--- config.mk ---
export PLATFORM = sky130hd
export DESIGN_NAME = i2s_dma_sched
export DESIGN_NICKNAME = d
export VERILOG_FILES = /design/src/rtl/i2s_pkg.sv /design/src/rtl/i2s_rr_arb4.sv /design/src/rtl/i2s_dma_sched.sv
export SDC_FILE = /design/constraint.sdc
export NUM_CORES = 1
export LEC_CHECK = 0
export ABC_AREA = 0
export CAP_MARGIN = 20
export CORE_MARGIN = 4
export CORE_UTILIZATION = 35
export CTS_CLUSTER_SIZE = 28
export DETAILED_ROUTE_END_ITERATION = 10
export HOLD_SLACK_MARGIN = 0.03
export PLACE_DENSITY_LB_ADDON = 0.05
export SLEW_MARGIN = 0
export SYNTH_ARGS = -nofsm -noshare
export SYNTH_HDL_FRONTEND = slang
export SYNTH_SLANG_ARGS = --single-unit
--- constraint.sdc ---
create_clock -name clk -period 4.41 [get_ports clk]
set_clock_uncertainty 0.1 [all_clocks]
set_input_delay 0.882 -clock clk [delete_from_list [all_inputs] [get_ports clk]]
set_output_delay 0.882 -clock clk [all_outputs]
set_load 0.01 [all_outputs]
--- src/rtl/i2s_pkg.sv ---
// Shared definitions for the I2S DMA scheduler: channel indices,
// peripheral register word addresses and the transfer FSM encoding.
package i2s_pkg;

  localparam int NUM_CH = 4;

  // Channel index = bit position in dma_req/dma_ack
  localparam logic [1:0] CH_DIN_L  = 2'd0;
  localparam logic [1:0] CH_DIN_R  = 2'd1;
  localparam logic [1:0] CH_DOUT_L = 2'd2;
  localparam logic [1:0] CH_DOUT_R = 2'd3;

  // Peripheral register word addresses
  localparam logic [31:0] REG_DOUT_L = 32'd1;
  localparam logic [31:0] REG_DOUT_R = 32'd2;
  localparam logic [31:0] REG_DIN_L  = 32'd3;
  localparam logic [31:0] REG_DIN_R  = 32'd4;

  typedef enum logic [2:0] {
    S_IDLE,
    S_ARB,
    S_MRD,
    S_MDAT,
    S_BWR,
    S_BRD,
    S_MWR,
    S_ACK
  } state_t;

  // TX channels push RAM samples into the peripheral's din registers
  function automatic logic is_tx(input logic [1:0] ch);
    return (ch == CH_DIN_L) || (ch == CH_DIN_R);
  endfunction

  // Peripheral register serviced by a channel
  function automatic logic [31:0] reg_addr(input logic [1:0] ch);
    logic [31:0] a;
    case (ch)
      CH_DIN_L:  a = REG_DIN_L;
      CH_DIN_R:  a = REG_DIN_R;
      CH_DOUT_L: a = REG_DOUT_L;
      default:   a = REG_DOUT_R;
    endcase
    return a;
  endfunction

endpackage

--- src/rtl/i2s_rr_arb4.sv ---
// Combinational 4-way round-robin picker: returns the first requesting
// channel strictly after 'last' (wrapping), so 'last' itself has lowest
// priority.
module i2s_rr_arb4 (
  input  logic [3:0] req,
  input  logic [1:0] last,
  output logic [1:0] grant,
  output logic       valid
);

  logic [1:0] idx;

  // Scan last+1, last+2, last+3, last+4 (=last) and keep the first hit
  always_comb begin
    grant = last;
    valid = 1'b0;
    idx   = last;
    for (int i = 1; i <= 4; i++) begin
      idx = last + 2'(i);
      if (!valid && req[idx]) begin
        grant = idx;
        valid = 1'b1;
      end
    end
  end

endmodule

--- src/rtl/i2s_dma_sched.sv ---
// DMA scheduler for the I2S peripheral: round-robin grants over the four
// req/ack pairs, moving one 32-bit sample per grant between a per-channel
// ring buffer in the sample RAM and the peripheral register map.
module i2s_dma_sched
  import i2s_pkg::*;
#(
  parameter int BUF_AW = 8
) (
  input  logic                  clk,
  input  logic                  rstn,
  input  logic                  enable,
  input  logic [3:0]            dma_req,
  output logic [3:0]            dma_ack,
  output logic                  bus_sel,
  output logic                  bus_we,
  output logic [31:0]           bus_addr,
  output logic [31:0]           bus_wdata,
  input  logic [31:0]           bus_rdata,
  output logic                  mem_re,
  output logic                  mem_we,
  output logic [BUF_AW+1:0]     mem_addr,
  output logic [31:0]           mem_wdata,
  input  logic [31:0]           mem_rdata,
  output logic [4*BUF_AW-1:0]   ptr_o,
  output logic [3:0]            wrap_o,
  output logic                  busy
);

  localparam logic [BUF_AW-1:0] PTR_MAX = '1;

  state_t            state;
  logic [1:0]        gnt;
  logic [1:0]        rr_last;
  logic [3:0]        mask;
  logic [BUF_AW-1:0] ptr [NUM_CH];

  logic [3:0]        eligible;
  logic [1:0]        arb_grant;
  logic              arb_valid;

  // A masked channel has already been acked and waits for its req to drop
  assign eligible = dma_req & ~mask;
  assign busy     = (state != S_IDLE);

  i2s_rr_arb4 u_arb (
    .req   (eligible),
    .last  (rr_last),
    .grant (arb_grant),
    .valid (arb_valid)
  );

  generate
    for (genvar gi = 0; gi < NUM_CH; gi++) begin : g_ptr_o
      assign ptr_o[gi*BUF_AW +: BUF_AW] = ptr[gi];
    end
  endgenerate

  // Transfer FSM; all bus/memory/ack outputs are registered and are set on
  // the transition into the state that owns them, cleared everywhere else.
  // bus_wdata / mem_wdata double as the sample data register.
  always_ff @(posedge clk or negedge rstn) begin
    if (!rstn) begin
      state     <= S_IDLE;
      gnt       <= '0;
      rr_last   <= 2'd3;
      mask      <= '0;
      for (int c = 0; c < NUM_CH; c++) ptr[c] <= '0;
      dma_ack   <= '0;
      wrap_o    <= '0;
      bus_sel   <= 1'b0;
      bus_we    <= 1'b0;
      bus_addr  <= '0;
      bus_wdata <= '0;
      mem_re    <= 1'b0;
      mem_we    <= 1'b0;
      mem_addr  <= '0;
      mem_wdata <= '0;
    end else begin
      dma_ack   <= '0;
      wrap_o    <= '0;
      bus_sel   <= 1'b0;
      bus_we    <= 1'b0;
      bus_addr  <= '0;
      bus_wdata <= '0;
      mem_re    <= 1'b0;
      mem_we    <= 1'b0;
      mem_addr  <= '0;
      mem_wdata <= '0;
      // Mask bit releases once the peripheral has dropped its request
      mask      <= mask & dma_req;

      case (state)
        S_IDLE: begin
          if (enable && (eligible != 4'b0)) state <= S_ARB;
        end
        S_ARB: begin
          if (enable && arb_valid) begin
            gnt     <= arb_grant;
            rr_last <= arb_grant;
            if (is_tx(arb_grant)) begin
              state    <= S_MRD;
              mem_re   <= 1'b1;
              mem_addr <= {arb_grant, ptr[arb_grant]};
            end else begin
              state    <= S_BRD;
              bus_sel  <= 1'b1;
              bus_addr <= reg_addr(arb_grant);
            end
          end else begin
            state <= S_IDLE;
          end
        end
        S_MRD: begin
          state <= S_MDAT;
        end
        S_MDAT: begin
          state     <= S_BWR;
          bus_sel   <= 1'b1;
          bus_we    <= 1'b1;
          bus_addr  <= reg_addr(gnt);
          bus_wdata <= mem_rdata;
        end
        S_BRD: begin
          state     <= S_MWR;
          mem_we    <= 1'b1;
          mem_addr  <= {gnt, ptr[gnt]};
          mem_wdata <= bus_rdata;
        end
        S_BWR, S_MWR: begin
          state        <= S_ACK;
          dma_ack[gnt] <= 1'b1;
          mask[gnt]    <= 1'b1;
          ptr[gnt]     <= ptr[gnt] + 1'b1;
          if (ptr[gnt] == PTR_MAX) wrap_o[gnt] <= 1'b1;
        end
        S_ACK: begin
          if (enable && (eligible != 4'b0)) state <= S_ARB;
          else                              state <= S_IDLE;
        end
        default: state <= S_IDLE;
      endcase
    end
  end

endmodule
==> results.cfg, run 1 <==
[status]
status = complete, no violations

[route]
num_vias = 3847
wl_per_cell_um = 17.25
drc = 0
drt_iter0_drc = 200
ant_nets = 0
viasPerCell = 4.613
drt_wl_total_um = 14390
dr.pass1.iters = 4

[yosys]
synthXorXnorAreaFrac_pct = 0.9946
yosys.area.top_type = dfrtp_1
synth-compound-area-share_pct = 6.607
yosysWarningCount = 0
ys_seq_area_share_pct = 62.56
synthAdderAreaFrac_pct = 1.184
synth_cell_types = 44
yosys-mux-area-fraction_pct = 5.778
synth-edff-count = 0
yosys.area_share.simple_pct = 16.15
synth_top_family_by_area = simple AND/OR/NAND/NOR gates
synthCells = 445
ys_seq_elements = 132
synth_ff_type = dfrtp_1
async_reset_ff_share_pct = 100.0
netlist_area_mm2 = 0.005284
synth_top_area_share_pct = 61.57
synth_area_leaders = dfrtp_1 62%, buf_4 4.3%, nand2_1 4.1%
avgSynthCellArea_um2 = 11.87

[critical_path]
cp-start-kind = register
crit_start = state[0]$_DFFE_PN0P_
path_max_fanout = 11
critPathRequiredTime_ps = 3430
cpPeakStageDelay_ps = 490
regToRegStartpoint = gnt[0]$_DFFE_PN0P_
crit_slowest_cell = clkdlybuf4s50_1
end_kind = output pin
crit_type = register to output pin
cp.arrival_ps = 1750
timing.critical_path.cells = or3_1, clkdlybuf4s50_1

[global_routing]
track_usage_pct = 16.96
antenna_found_initial = 0
grt_max_degree = 115
grt_pass1_wl_um = 21960
grt_overflow_total = 0
grt_pass1_vias = 3933

[layout]
final_core_util_pct = 53.49
diodes = 0
fin_cells = 834
nets = 716
nFillCells = 1275
drive_gt1_share_pct = 8.308
area_growth_syn_to_layout_pct = 48.26

[place]
numPlacedInstances = 804
numPortBuffers = 192
dpl.hpwl_um = 9946
place_congestion = 0.7409

[clock_tree]
htree_levels = 4
clock_latency_ps = 410
numCtsBuffers = 17
path_clk_slew_ps = 50
cts_tree = built
hold_buffers = 0
cts-root-buf = clkbuf_16
cts.sinks = 132
clock_path_buffers = 2
cts_resized = 0
post_cts_buffers = 0

[sta]
maxSlewViolCount = 0
fin_crit_ps = 2731
setup_viol = 0
fin_hold_ws_ps = 192.2
rsz0062_at_grt = no
layout_worst_path_cycle_share_pct = 61.92
slew_headroom_pct = 51.47
hold_violations = 0
fmax_mhz = 366.2
finalSetupTns_ps = 0
tightestPinTransition_ps = 726.2

[floorplan]
start_util_pct = 36.08
core_mm2 = 0.01464
rows = 44
io_pins = 222
die_w_um = 130.9
die_h_um = 130.9
die-area_mm2 = 0.01713

[power]
power_mw = 4.519
p_leak_nw = 3.674
cellPowerDensity_mw_per_mm2 = 576.8
ir_worst_vdd_mv = 0.2681

[run]
maxCapViolations = 0

[worst_hold_path]
min_path_type = input port to async pin
[layout make-up]
| class | count | area [um2] | share of cell area (%) |
|---|---|---|---|
| clock buffers | 22 | 444.2 | 5.670 |
| clock inverters | 7 | 85.08 | 1.086 |
| inverters | 11 | 41.29 | 0.5271 |
| multi-input cells | 280 | 1739 | 22.20 |
| flip-flops and latches | 132 | 3306 | 42.20 |
| well taps | 184 | 230.2 | 2.939 |
| repair buffers | 198 | 1988 | 25.38 |
[critical path, delay by kind of cell (launching register included)]
kind / cells / cell delay, ps
buf+inv: 1 / 490
flops: 1 / 480
simple gates: 1 / 380
[placed cells by master, fill, tap and decap left out, drive strengths merged, types with 8 or more instances in the layout]
cell and n:
and2 33, and3 34, clkbuf 22, clkdlybuf4s50 191, conb 29, dfrtp 130, inv 11, mux2i 8
mux4 8, nand2 58, nor2 11, o21ai 42
[kinds of logic (layout without fill, tap and decap cells)]
| family | after synthesis | in the layout |
|---|---|---|
| simple gates | 161 | 161 |
| fa+ha+maj | 5 | 5 |
| flops | 132 | 132 |
| mux | 20 | 20 |
| compound gates | 59 | 59 |
| xor+xnor | 6 | 6 |
| other cells | 1 | 29 |
| buf+inv | 61 | 238 |
[per-layer routing]
| metal | vias up | track usage, % | wire length, um |
|---|---|---|---|
| met1 | 1876 | 21.84 | 6236 |
| met4 | 0 | 5.324 | 151 |
| li1 | 1819 | - | - |
| met3 | 10 | 6.138 | 1070 |
| met5 | - | 0 | 0 |
| met2 | 142 | 26.84 | 6929 |
[path summary, 6_finish.rpt]
path	endpoint	slack [ps]	cells past startpoint
max	busy	1680	2
min	mem_wdata[3]$_DFF_PN0_	190	1
max reg2reg	ptr_o[30]$_DFFE_PN0P_	1760	6
min reg2reg	mask[2]$_DFF_PN0_	370	2
max in group asynchronous	mem_addr[2]$_DFF_PN0_	3010	3
min in group clk	mask[2]$_DFF_PN0_	370	2
[synth_stat cells, types with 3 or more instances]
library cell	n
dfrtp_1	130
nand2_1	58
o21ai_0	41
and3_1	34
and2_1	33
buf_4	30
clkbuf_1	17
inv_1	11
nor2_1	11
mux2i_1	8
mux4_2	8
a21oi_1	6
ha_1	5
mux2_2	4
nand3_1	4
nor3_1	4
xnor2_1	4
and2b_1	3
[stage by stage]
| stage | worst slack, ps | cell area [um2] |
|---|---|---|
| 2_1_floorplan | 2128 | 5389 |
| 3_3_place_gp | 1423 | 7277 |
| 3_5_place_dp | 1357 | 7277 |
| 4_1_cts | 1644 | 7806 |
| 5_1_grt | 1560 | 7834 |
| 6_report | 1679 | 7834 |
[flip-flops by register name, indices dropped and copies added (netlist names)]
name	count
bus_addr	3
bus_sel	1
bus_wdata	32
bus_we	1
dma_ack	4
gnt	2
mask	4
mem_addr	10
mem_re	1
mem_wdata	32
mem_we	1
ptr_o	32
rr_last	2
state	3
wrap_o	4
[power breakdown]
part	total, mW	switching, mW	internal [mW]
Combinational	1.54	0.765	0.776
Clock	1.29	0.478	0.816
Sequential	1.68	0.192	1.49
No activity file was read; power rests on OpenSTA's default activity.
==> run 2, diff against run 1 <==
==> constraint.sdc (replaced) <==
create_clock -name clk -period 2.37 [get_ports clk]
set_clock_uncertainty 0.1 [all_clocks]
set_input_delay 0.474 -clock clk [delete_from_list [all_inputs] [get_ports clk]]
set_output_delay 0.474 -clock clk [all_outputs]
set_load 0.01 [all_outputs]
==> run 2 against run 1 <==
Against the previous run: hold slack improved by 170 ps; utilization grew 0.81 points; critical path type unchanged; largest power group unchanged; clock-buffer cell count up 2; setup slack got worse by 1600 ps; via count grew 0.78%.
==> results.cfg, run 2 (synthesis gave the netlist of run 1 again) <==
[critical_path]
cpPeakStageDelay_ps = 490
crit_slowest_cell = clkdlybuf4s50_1
worstRegToRegCells = 6
crit_start = state[2]$_DFFE_PN0P_
worstPathBufferInverterCount = 1
crit_family = buffers and inverters
cp.arrival_ps = 1700
crit_cells = 2
timing.critical_path.cells = or3_1, clkdlybuf4s50_1
end_kind = output pin
critPathRequiredTime_ps = 1800
path_max_fanout = 9
r2r_slack_ps = 250
regToRegEndpoint = ptr_o[30]$_DFFE_PN0P_
cp-start-kind = register
crit_type = register to output pin
regToRegStartpoint = gnt[0]$_DFFE_PN0P_

[layout]
diodes = 0
final_area_mm2 = 0.007953
final_core_util_pct = 54.31
fin_cells = 850
drive_gt1_share_pct = 10.51
nFillCells = 1274
layout_commonest_cell = clkdlybuf4s50_1
nets = 731
area_growth_syn_to_layout_pct = 50.51
layout_common_cells = 191 x clkdlybuf4s50_1, 129 x dfrtp_1, 58 x nand2_1

[global_routing]
use_met3_pct = 6.220
grt_pass1_vias = 3935
grt_pass1_wl_um = 22230
grt_overflow_total = 0
antenna_found_initial = 0
busiest_layer = met2
track_usage_pct = 17.10
grtUsageMet1_pct = 22.18
met2_usage_pct = 26.75
grt_max_degree = 61

[route]
viasPerCell = 4.561
wl_per_cell_um = 17.20
drt_wl_total_um = 14620
num_vias = 3877
drc = 0
drt_iter0_drc = 181
dr.pass1.iters = 4
ant_nets = 0

[clock_tree]
clock_latency_ps = 410
cts_tree = built
numCtsBuffers = 17
clock_path_buffers = 2
htree_levels = 4
cts.sinks = 132
cts-root-buf = clkbuf_16
post_cts_buffers = 0
path_clk_slew_ps = 50

[worst_hold_path]
min_from = mask[2]$_DFF_PN0_
whs_endpoint = mask[2]$_DFF_PN0_
hold_path_depth = 2
min_path_type = register to register

[status]
status = complete, no violations

[sta]
rsz0062_at_grt = no
fmax_mhz = 440.7
fin_crit_ps = 2269
hold_violations = 0
fin_ws_ps = 101.0
finalSetupTns_ps = 0
maxSlewViolCount = 0
layout_worst_path_cycle_share_pct = 95.74
fin_hold_ws_ps = 363.1
setup_viol = 0

[place]
dp_slack_ps = -48.58
dpl_cell_area_mm2 = 0.007415
numPlacedInstances = 819
numPortBuffers = 192
place_congestion = 0.7910
dpl.hpwl_um = 10590

[floorplan]
start_util_pct = 36.08
die_h_um = 130.9
core_mm2 = 0.01464
die-area_mm2 = 0.01713
rows = 44
io_pins = 222
die_w_um = 130.9

[power]
cellPowerDensity_mw_per_mm2 = 1068
p_leak_nw = 3.742
power_mw = 8.490
ir_worst_vdd_mv = 0.6712

[run]
maxCapViolations = 0
==> run 2: cell count changes in the layout (fill, tap and decap cells not counted), sizes merged <==
cell,change
buf,+14
bufinv,-1
dlygate4sd3,+1
clkbuf,+2
==> run 2: worst max path at each step <==
stage                                        to  slack, ps
after floorplan            ptr_o[6]$_DFFE_PN0P_        380
after global placement    bus_addr[1]$_DFF_PN0_        -30
after detailed placement  mem_addr[5]$_DFF_PN0_        -50
after CTS                                  busy         60
after global routing                       busy         20
final                                      busy        100
==> run 2: area by class of cell <==
| type | instances | area, um2 | area share, % |
|---|---|---|---|
| clock buffers | 24 | 471.7 | 5.931 |
| clock inverters | 6 | 55.05 | 0.6923 |
| inverters | 11 | 41.29 | 0.5192 |
| multi-input cells | 280 | 1739 | 21.87 |
| flip-flops and latches | 132 | 3307 | 41.58 |
| well taps | 184 | 230.2 | 2.895 |
| repair buffers | 213 | 2108 | 26.51 |
==> run 2: where the power goes <==
part / leakage (nW) / switching (mW) / total [mW] / internal (mW)
combinational: 1.69 / 1.51 / 3.04 / 1.53
clock: 0.263 / 0.892 / 2.37 / 1.48
sequential: 1.78 / 0.304 / 3.08 / 2.78
total: 3.74 / 2.70 / 8.49 / 5.79
==> run 2: metal layers <==
layer,wire length (um),part of all wire (%)
met1,6317,43
met2,6888,47
met3,1206,8.2
met4,210,1.4
met5,0,0
==> run 2: worst register-to-register path, delay by kind of cell (launching register included) <==
kind            cells  cell delay [ps]
compound gates      1              140
flops               1              450
xor+xnor            1              290
simple gates        2              210
mux                 1              580
buf+inv             1              210
==> run 2: what timing repair did <==
action                                 in CTS  in global routing
gates resized for setup                     0                  1
setup endpoints to repair                   0                  4
hold buffers                                1                  0
endpoints found under the hold margin      26                  0
